[src/rtl/elec_lock_actuator_pkg.sv]
// Shared result codes, state encoding and indicator bundle for the lock actuator.
package elec_lock_pkg;

    localparam logic [1:0] RES_NONE = 2'd0;
    localparam logic [1:0] RES_OK   = 2'd1;
    localparam logic [1:0] RES_ERR  = 2'd2;

    localparam logic [1:0] ST_IDLE    = 2'd0;
    localparam logic [1:0] ST_OPEN    = 2'd1;
    localparam logic [1:0] ST_ERR     = 2'd2;
    localparam logic [1:0] ST_LOCKOUT = 2'd3;

    typedef struct packed {
        logic unlock;
        logic led_ok;
        logic led_err;
        logic buzzer;
        logic lockout;
    } ind_t;

    // Codes 2 and 3 both count as a wrong attempt.
    function automatic logic is_fail(input logic [1:0] res);
        return res[1];
    endfunction

endpackage

[src/rtl/elec_lock_actuator_if.sv]
// Checker-side inputs and board-side drive outputs of the lock actuator.
interface elec_lock_if;
    logic       okay_key;
    logic [1:0] result;
    logic       unlock;
    logic       led_ok;
    logic       led_err;
    logic       buzzer;
    logic       lockout;
    logic [1:0] fail_cnt;

    modport master (
        output okay_key, result,
        input  unlock, led_ok, led_err, buzzer, lockout, fail_cnt
    );

    modport slave (
        input  okay_key, result,
        output unlock, led_ok, led_err, buzzer, lockout, fail_cnt
    );
endinterface

[src/rtl/elec_lock_actuator_timer.sv]
// Window cycle counter: held at zero while cleared, flags the last cycle of a window.
module elec_lock_timer #(
    parameter int W = 8
) (
    input  logic         clk,
    input  logic         rst_n,
    input  logic         i_clr,
    input  logic [W-1:0] i_last,
    output logic         o_done
);

    logic [W-1:0] r_cnt;

    always_ff @(posedge clk) begin
        if (!rst_n || i_clr) r_cnt <= '0;
        else                 r_cnt <= r_cnt + W'(1);
    end

    assign o_done = (r_cnt == i_last);

endmodule

[src/rtl/elec_lock_actuator.sv]
// Turns checker verdicts into timed relay / LED / buzzer windows with failure lockout.
module elec_lock_actuator
    import elec_lock_pkg::*;
#(
    parameter int OPEN_CYC   = 50_000_000,
    parameter int ERR_CYC    = 25_000_000,
    parameter int LOCK_CYC   = 250_000_000,
    parameter int BLINK_HALF = 6_250_000,
    parameter int MAX_FAIL   = 3
) (
    input  logic        clk,
    input  logic        rst_n,
    elec_lock_if.slave  bus
);

    localparam int MAX_OE  = (OPEN_CYC > ERR_CYC) ? OPEN_CYC : ERR_CYC;
    localparam int MAX_DUR = (MAX_OE > LOCK_CYC) ? MAX_OE : LOCK_CYC;
    localparam int TW      = (MAX_DUR > 1) ? $clog2(MAX_DUR) : 1;
    localparam int BW      = (BLINK_HALF > 1) ? $clog2(BLINK_HALF) : 1;

    logic          r_key_d;
    logic [1:0]    r_state;
    logic [1:0]    r_fail;
    logic          r_phase;
    logic [BW-1:0] r_bcnt;
    ind_t          r_ind;
    logic [1:0]    r_fail_out;

    logic [TW-1:0] w_last;
    logic          w_done;
    logic          w_clr;
    logic [1:0]    w_fail_nx;

    always_comb begin
        w_last = TW'(LOCK_CYC - 1);
        case (r_state)
            ST_OPEN: w_last = TW'(OPEN_CYC - 1);
            ST_ERR:  w_last = TW'(ERR_CYC - 1);
            default: w_last = TW'(LOCK_CYC - 1);
        endcase
    end

    // Held clear in IDLE so every window starts counting from zero.
    assign w_clr     = (r_state == ST_IDLE);
    assign w_fail_nx = r_fail + 2'd1;

    elec_lock_timer #(.W(TW)) u_timer (
        .clk    (clk),
        .rst_n  (rst_n),
        .i_clr  (w_clr),
        .i_last (w_last),
        .o_done (w_done)
    );

    always_ff @(posedge clk) begin
        if (!rst_n) begin
            r_key_d <= 1'b0;
            r_state <= ST_IDLE;
            r_fail  <= 2'd0;
            r_phase <= 1'b0;
            r_bcnt  <= '0;
        end else begin
            r_key_d <= bus.okay_key;
            case (r_state)
                ST_IDLE: begin
                    if (r_key_d) begin
                        if (bus.result == RES_OK) begin
                            r_state <= ST_OPEN;
                            r_fail  <= 2'd0;
                        end else if (is_fail(bus.result)) begin
                            if (w_fail_nx == 2'(MAX_FAIL)) begin
                                r_state <= ST_LOCKOUT;
                                r_fail  <= 2'd0;
                            end else begin
                                r_state <= ST_ERR;
                                r_fail  <= w_fail_nx;
                                r_phase <= 1'b1;
                                r_bcnt  <= '0;
                            end
                        end
                    end
                end
                ST_ERR: begin
                    if (w_done) begin
                        r_state <= ST_IDLE;
                    end else if (r_bcnt == BW'(BLINK_HALF - 1)) begin
                        r_bcnt  <= '0;
                        r_phase <= ~r_phase;
                    end else begin
                        r_bcnt  <= r_bcnt + BW'(1);
                    end
                end
                default: begin
                    if (w_done) r_state <= ST_IDLE;
                end
            endcase
        end
    end

    // Indicators follow the registered state one cycle later.
    always_ff @(posedge clk) begin
        if (!rst_n) begin
            r_ind      <= '0;
            r_fail_out <= 2'd0;
        end else begin
            r_ind.unlock  <= (r_state == ST_OPEN);
            r_ind.led_ok  <= (r_state == ST_OPEN);
            r_ind.led_err <= (r_state == ST_LOCKOUT) || ((r_state == ST_ERR) && r_phase);
            r_ind.buzzer  <= (r_state == ST_ERR) && r_phase;
            r_ind.lockout <= (r_state == ST_LOCKOUT);
            r_fail_out    <= r_fail;
        end
    end

    assign bus.unlock   = r_ind.unlock;
    assign bus.led_ok   = r_ind.led_ok;
    assign bus.led_err  = r_ind.led_err;
    assign bus.buzzer   = r_ind.buzzer;
    assign bus.lockout  = r_ind.lockout;
    assign bus.fail_cnt = r_fail_out;

endmodule
[src/flat_wrapper.sv]
// flat-port wrapper written by rule: the top's interface ports become plain ports
module elec_lock_actuator_flat import elec_lock_pkg::*;
#(
    parameter int OPEN_CYC   = 50_000_000,
    parameter int ERR_CYC    = 25_000_000,
    parameter int LOCK_CYC   = 250_000_000,
    parameter int BLINK_HALF = 6_250_000,
    parameter int MAX_FAIL   = 3
)
  (clk, rst_n, bus_okay_key, bus_result, bus_unlock, bus_led_ok, bus_led_err, bus_buzzer, bus_lockout, bus_fail_cnt);
  elec_lock_if bus_i ();
  input  logic clk;
  input  logic rst_n;
  input wire logic [$bits(bus_i.okay_key)-1:0] bus_okay_key;
  input wire logic [$bits(bus_i.result)-1:0] bus_result;
  output wire logic [$bits(bus_i.unlock)-1:0] bus_unlock;
  output wire logic [$bits(bus_i.led_ok)-1:0] bus_led_ok;
  output wire logic [$bits(bus_i.led_err)-1:0] bus_led_err;
  output wire logic [$bits(bus_i.buzzer)-1:0] bus_buzzer;
  output wire logic [$bits(bus_i.lockout)-1:0] bus_lockout;
  output wire logic [$bits(bus_i.fail_cnt)-1:0] bus_fail_cnt;
  assign bus_i.okay_key = bus_okay_key;
  assign bus_i.result = bus_result;
  assign bus_unlock = bus_i.unlock;
  assign bus_led_ok = bus_i.led_ok;
  assign bus_led_err = bus_i.led_err;
  assign bus_buzzer = bus_i.buzzer;
  assign bus_lockout = bus_i.lockout;
  assign bus_fail_cnt = bus_i.fail_cnt;
  elec_lock_actuator #(.OPEN_CYC(OPEN_CYC), .ERR_CYC(ERR_CYC), .LOCK_CYC(LOCK_CYC), .BLINK_HALF(BLINK_HALF), .MAX_FAIL(MAX_FAIL)) u_core (.clk(clk), .rst_n(rst_n), .bus(bus_i));
endmodule
[config.mk]
export PLATFORM = sky130hd
export DESIGN_NAME = elec_lock_actuator_flat
export DESIGN_NICKNAME = d
export VERILOG_FILES = /design/src/rtl/elec_lock_actuator_pkg.sv /design/src/rtl/elec_lock_actuator_if.sv /design/src/rtl/elec_lock_actuator_timer.sv /design/src/rtl/elec_lock_actuator.sv /design/src/flat_wrapper.sv
export SDC_FILE = /design/constraint.sdc
export NUM_CORES = 1
export LEC_CHECK = 0
export BUFFER_PORTS_ARGS = -buffer_cell sky130_fd_sc_hd__buf_2
export CAP_MARGIN = 0
export CORE_ASPECT_RATIO = 0.7
export CORE_MARGIN = 5
export CORE_UTILIZATION = 40
export DETAILED_ROUTE_END_ITERATION = 6
export PLACE_DENSITY_LB_ADDON = 0.15
export SLEW_MARGIN = 0
export SYNTH_ARGS = -nofsm -noshare
export SYNTH_HDL_FRONTEND = slang
export SYNTH_SLANG_ARGS = --single-unit
[constraint.sdc]
create_clock -name clk -period 3 [get_ports clk]
set_input_delay 0.3 -clock clk [delete_from_list [all_inputs] [get_ports clk]]
set_output_delay 0.3 -clock clk [all_outputs]
set_load 0.005 [all_outputs]
### Yosys cells after proc, flatten, opt, wreduce, memory -nomap -nowiden

Cells that the tools add are included.

* bits in registers: 63
* bits of input ports: 5
* output and inout bits: 7
* logic and storage cells: 65

* add/subtract/negate cells: 3
* eq/ne operators: 14
* muxes and demuxes: 24
* bitwise logic cells: 1
* reduce and logical (&&, ||, !) cells: 12

Operators with widths (number)
* 23-bit 2-to-1 mux: 6
* 28-bit case mux with 2 select lines: 1
* 23-bit case mux with 2 select lines: 1
* 28-bit by 1-bit adder with 28-bit output, second input constant: 1
* 28-bit == test: 1
* 23-bit by 1-bit adder with 23-bit output, second input constant: 1
* 23-bit == test, second input constant: 1
* 2-bit 2-to-1 mux: 8
* 2-bit inequality test, second input constant: 4
* 1-bit 2-to-1 mux: 7
* 7-bit AND reduction: 1
* 2-bit == test, second input constant: 3
* 3-bit AND reduction: 2
* 6-bit AND reduction: 1
* 2-bit nonzero test: 3
* 2-bit by 1-bit == test with 1-bit output, second input constant: 2
* 2-bit by 1-bit inequality test with 1-bit output, second input constant: 2
* 3-bit by 2-bit inequality test with 1-bit output, second input constant: 1
* 2-bit by 1-bit adder with 2-bit output, second input constant: 1
* 2-bit zero test: 1
* 1-bit logical OR: 2
* 1-bit case mux with 2 select lines: 1
* 1-bit logical AND: 1
* 1-bit zero test: 1
* 1-bit inverter: 1

### Depth between registers and ports, before layout

* word-level depth: 7
* mapped depth: 10
* mapped depth without buffers: 8

### Hierarchy

From an unflattened synthesis, not the netlist that was laid out.

* cells, all modules: 410
* area total of the unflattened synthesis: 3444.6 um2

By module, submodules not included
* elec_lock_actuator: times used 1, cells each 224, area an instance 1825.5 um2, seq. area each 700.7 um2
* elec_lock_timer: times used 1, cells each 186, area an instance 1619.1 um2, seq. area each 560.5 um2

### Worst setup path before layout

OpenSTA, ideal clock, no wires.

* kind: reg2reg
* start: register u_core.r_state[0]
* end: register u_core.r_bcnt[8]
* library setup time: 122 ps
* arrival time: 2274 ps
* data required time: 2878 ps
* setup slack: 604 ps
* cell stages (with the launch flop): 10
* buffers on the path: 2
* clock period less this slack: 2396 ps
* cells stage by stage: dfxtp_1 > inv_1 > ha_1 > or4b_1 > a221o_1 > buf_6 > o21ai_4 > buf_6 > nand2b_1 > o22ai_1

* cells in the longest elaborated chain, start to end: 5
* elaborated cells between the ends (all ways): 13
* those cells by class: eq/ne: 8; mux: 2; reduce/logical: 3

RTL lines
* start: declaration: line elec_lock_actuator.sv:22 `logic [1:0] r_state;`
* start signal: assignment: line elec_lock_actuator.sv:58 `r_state <= ST_IDLE;`
* start signal: assignment: line elec_lock_actuator.sv:68 `r_state <= ST_OPEN;`
* start signal: assignment: line elec_lock_actuator.sv:72 `r_state <= ST_LOCKOUT;`
* 2-bit == test or 2-bit by 1-bit == test with 1-bit output (tied branches): line elec_lock_actuator.sv:36, elec_lock_actuator.sv:64
* 28-bit case mux with 2 select lines: line elec_lock_actuator.sv:36 `case (r_state)`
* 28-bit == test: line elec_lock_actuator_timer.sv:19 `assign o_done = (r_cnt == i_last);`
* 2-bit inequality test (no line)
* 6-bit AND reduction (no line)
* end signal: assignment: line elec_lock_actuator.sv:90 `r_bcnt <= r_bcnt + BW'(1);`
* end: declaration: line elec_lock_actuator.sv:25 `logic [BW-1:0] r_bcnt;`

Parallel ways exist; a longest one is shown, timed or not.
A chain may end at the register's enable or synchronous reset.

### Worst setup path in the final report

Ends and elaborated chain as after synthesis.

==> flow_metrics.env <==
export IMPL_setup_violations_final=0
export IMPL_min_to="u_core.r_key_d"
export IMPL_cts_tree="built"
export IMPL_crit_path_start_kind="flip-flop"
export IMPL_maxSlewHeadroom_pct=66.9
export IMPL_cts_clk_slew_worst_paths_ns=0.07
export IMPL_syn_to_final_growth_pct=11.3
export IMPL_rr_startpoint="u_core.r_state[0]"
export IMPL_period_needed_ns=2.71
export IMPL_report_final_slew_viol_count=0
export IMPL_ys_seq_area_share_pct=41.0
export IMPL_ir_drop_mv=0.200
export IMPL_use_met2_pct=19.0
export IMPL_cts_setup_buffers=0
export IMPL_hold_start="bus_okay_key"
export IMPL_min_path_cells=2
export IMPL_synth_top_area_cell="dfxtp_1"
export IMPL_die_width_um=115
export IMPL_grt_pass1_wl_um=11600
export IMPL_power_mw=1.66
export IMPL_n_antenna_cell=0
export IMPL_async_flop_share_pct=0
export IMPL_wire_per_inst_um=14.1
export IMPL_syn_avg_cell_area_um2=8.52
export IMPL_final_cell_mix="63 x dfxtp_1, 41 x nor2_1, 25 x nand2_1"
export IMPL_grt_overflow_total=0
export IMPL_gr_usage_met1_pct=22.3
export IMPL_static_leakage_power_nw=1.15
export IMPL_cts_buffers=9
export IMPL_std_cell_rows=26
export IMPL_synth_top_area_share_pct=41.0
export IMPL_layout_commonest_cell="dfxtp_1"
export IMPL_syn_inst=361
export IMPL_clock_latency_ns=0.34
export IMPL_grt_setup_unrepaired="false"
export IMPL_n_fill_cell=732
export IMPL_antenna_found_initial=0
export IMPL_wl_um=6730
export IMPL_seq_area_um2=1260
export IMPL_synth_edf_count=0
export IMPL_reg2reg_depth=8
export IMPL_dp_hpwl_um=4790
export IMPL_clock_skew_ns=0.00574
export IMPL_switchingPower_uw=369
export IMPL_htree_levels=3
export IMPL_fin_setup_tns_ns=0
export IMPL_worst_slew_pin_slew_ns=0.492
export IMPL_syn_area_um2=3080
export IMPL_seq_power_share_pct=51.2
export IMPL_antenna_left=0
export IMPL_worstPathRequired_ns=3.23
export IMPL_hold_path_class="in -> reg"
export IMPL_dieArea_um2=9570
export IMPL_grt_max_degree=27
export IMPL_post_route_util_pct=46.4
export IMPL_yosysWarnings=0
export IMPL_critPathMaxFanout=26
export IMPL_max_cap_viol_count=0
export IMPL_power_frac_comb_pct=4.1
export IMPL_first_pass_iters=6
export IMPL_hold_violations=0
export IMPL_r2r_setup_slack_ns=0.29
export IMPL_hold_worst_slack_ns=0.168
export IMPL_yosys_register_bits=63
export IMPL_first_global_vias=2398
export IMPL_routed_via_density=5.44
export IMPL_gp_congestion=0.872
export IMPL_num_vias=2593
export IMPL_synth_fp_nets=373
export IMPL_cts_root_buf="clkbuf_8"
export IMPL_instances_no_fill=477
export IMPL_internal_power_mw=1.29
export IMPL_track_usage_pct=15.1
export IMPL_reg2reg_to="u_core.r_bcnt[8]"
export IMPL_power_share_clock_pct=44.7
export IMPL_cts_path_max_buffers=2
export IMPL_powerDensity_nw_per_um2=485
export IMPL_power_share_switching_pct=22.2
export IMPL_grt_use_met3_pct=7.12
export IMPL_core_area_um2=7380
export IMPL_clock_sinks=63
export IMPL_synthTopCellsByArea="dfxtp_1 41%, xor2_1 6.0%, nor2_1 5.0%"
export IMPL_die_y_um=83.4
export IMPL_drt_iter0_drc=105
export IMPL_nets=387
export IMPL_status="finished clean"
export IMPL_dp_cells=462
export IMPL_min_period_over_period_pct=90.5
export IMPL_start_util_pct=41.6
export IMPL_arrival_ns=2.94
export IMPL_end_kind="flip-flop"
export IMPL_io_pin_count=12
export IMPL_post_route_drc_count=0
export IMPL_layout_drive_gt1_share_pct=11.1
export IMPL_multi_input_area_um2=1680
export IMPL_critPathKind="reg -> reg"
export IMPL_grt_busiest_layer="met1"
export IMPL_placement_io_buffers=11
export IMPL_synth_distinct_cells=50
export IMPL_ys_flop_type="dfxtp_1"
export IMPL_max_freq_mhz=368
## cell usage after synthesis, drive strengths merged (2+ instances only)
cell type / n
o32ai: 2
or4: 6
a21oi: 21
o211ai: 2
buf: 7
or2: 2
clkbuf: 8
and2: 7
o21ba: 2
o31ai: 5
nor3b: 2
dfxtp: 63
nor3: 7
and3: 9
o22ai: 3
inv: 15
xor2: 21
or3: 15
and4: 5
xnor2: 6
o2111ai: 6
nor4: 6
nor2: 41
nand4b: 2
nand2b: 3
o31a: 2
nand4: 11
nand2: 25
ha: 7
o21ai: 17
nand3: 22
## metrics by stage
stage | area [um^2] | setup slack [ns]
after floorplan | 3080 | 0.604
after global placement | 3220 | 0.360
after detailed placement | 3220 | 0.270
after CTS | 3420 | 0.227
after global routing | 3420 | 0.0821
final | 3420 | 0.286
## sequential cells by signal, indices dropped and copies added, names as in the netlist
register / cells
u_core.bus.buzzer: 1
u_core.bus.fail_cnt: 2
u_core.bus.led_err: 1
u_core.bus.lockout: 1
u_core.bus.unlock: 1
u_core.r_bcnt: 23
u_core.r_fail: 2
u_core.r_key_d: 1
u_core.r_phase: 1
u_core.r_state: 2
u_core.u_timer.r_cnt: 28
## critical path, cell delays in order, from the launching register on
cell	delay (ns)
dfxtp_1	0.39
inv_1	0.10
ha_1	0.35
or4b_1	0.52
a221o_1	0.47
o21ai_4	0.19
buf_4	0.28
nand2b_1	0.21
o22ai_1	0.10
## cell families (layout without fill, tap and decap cells)
logic type      count (synthesis)  count (layout)  synth area share, %
simple gates                  167             167                 28.9
compound gates                 65              65                 14.2
flops                          63              63                 41.0
buf+inv                        30              48                 4.64
xor+xnor                       27              27                 7.69
fa+ha+maj                       7               7                 2.85
mux                             2               2                0.692
## power by group through the flow
stage | Combinational (mW) | Clock [mW] | Sequential, mW
5_1_grt | 0.0766 | 0.812 | 0.850
3_5_place_dp | 0.0676 | 0 | 0.868
2_1_floorplan | 0.0475 | 0 | 0.867
6_report | 0.0681 | 0.741 | 0.850
4_1_cts | 0.0678 | 0.768 | 0.849
3_3_place_gp | 0.0668 | 0 | 0.868
## final cells by class
type / instances / share of cell area [%]
multi-input combinational: 268 / 49.0
inverter: 15 / 1.64
timing repair buffer: 18 / 3.14
tap: 98 / 3.58
clock inverter: 3 / 1.24
clock buffer: 12 / 4.53
sequential: 63 / 36.8
## layer usage
metal  part of all wire, %  wire (um)
met4                  0.97         65
met5                     0          0
met1                    54       3640
met3                   7.3        493
met2                    38       2530
## worst max-delay path by stage
stage               slack (ns)               from  cells past startpoint                 to
detailed placement        0.27  u_core.r_state[0]                      8  u_core.r_bcnt[20]
CTS                       0.23  u_core.r_state[0]                      8  u_core.r_bcnt[17]
global route              0.08  u_core.r_state[0]                      8  u_core.r_bcnt[17]
floorplan                 0.60  u_core.r_state[0]                      9   u_core.r_bcnt[8]
global placement          0.36  u_core.r_state[0]                      8  u_core.r_bcnt[18]
finish                    0.29  u_core.r_state[0]                      8   u_core.r_bcnt[8]
## what timing repair did
item	CTS	global route
gates resized for setup	0	1
hold buffers	0	0
endpoints found under the setup margin	0	1
endpoints found under the hold margin	0	0
No activity file was read; power rests on OpenSTA's default activity.
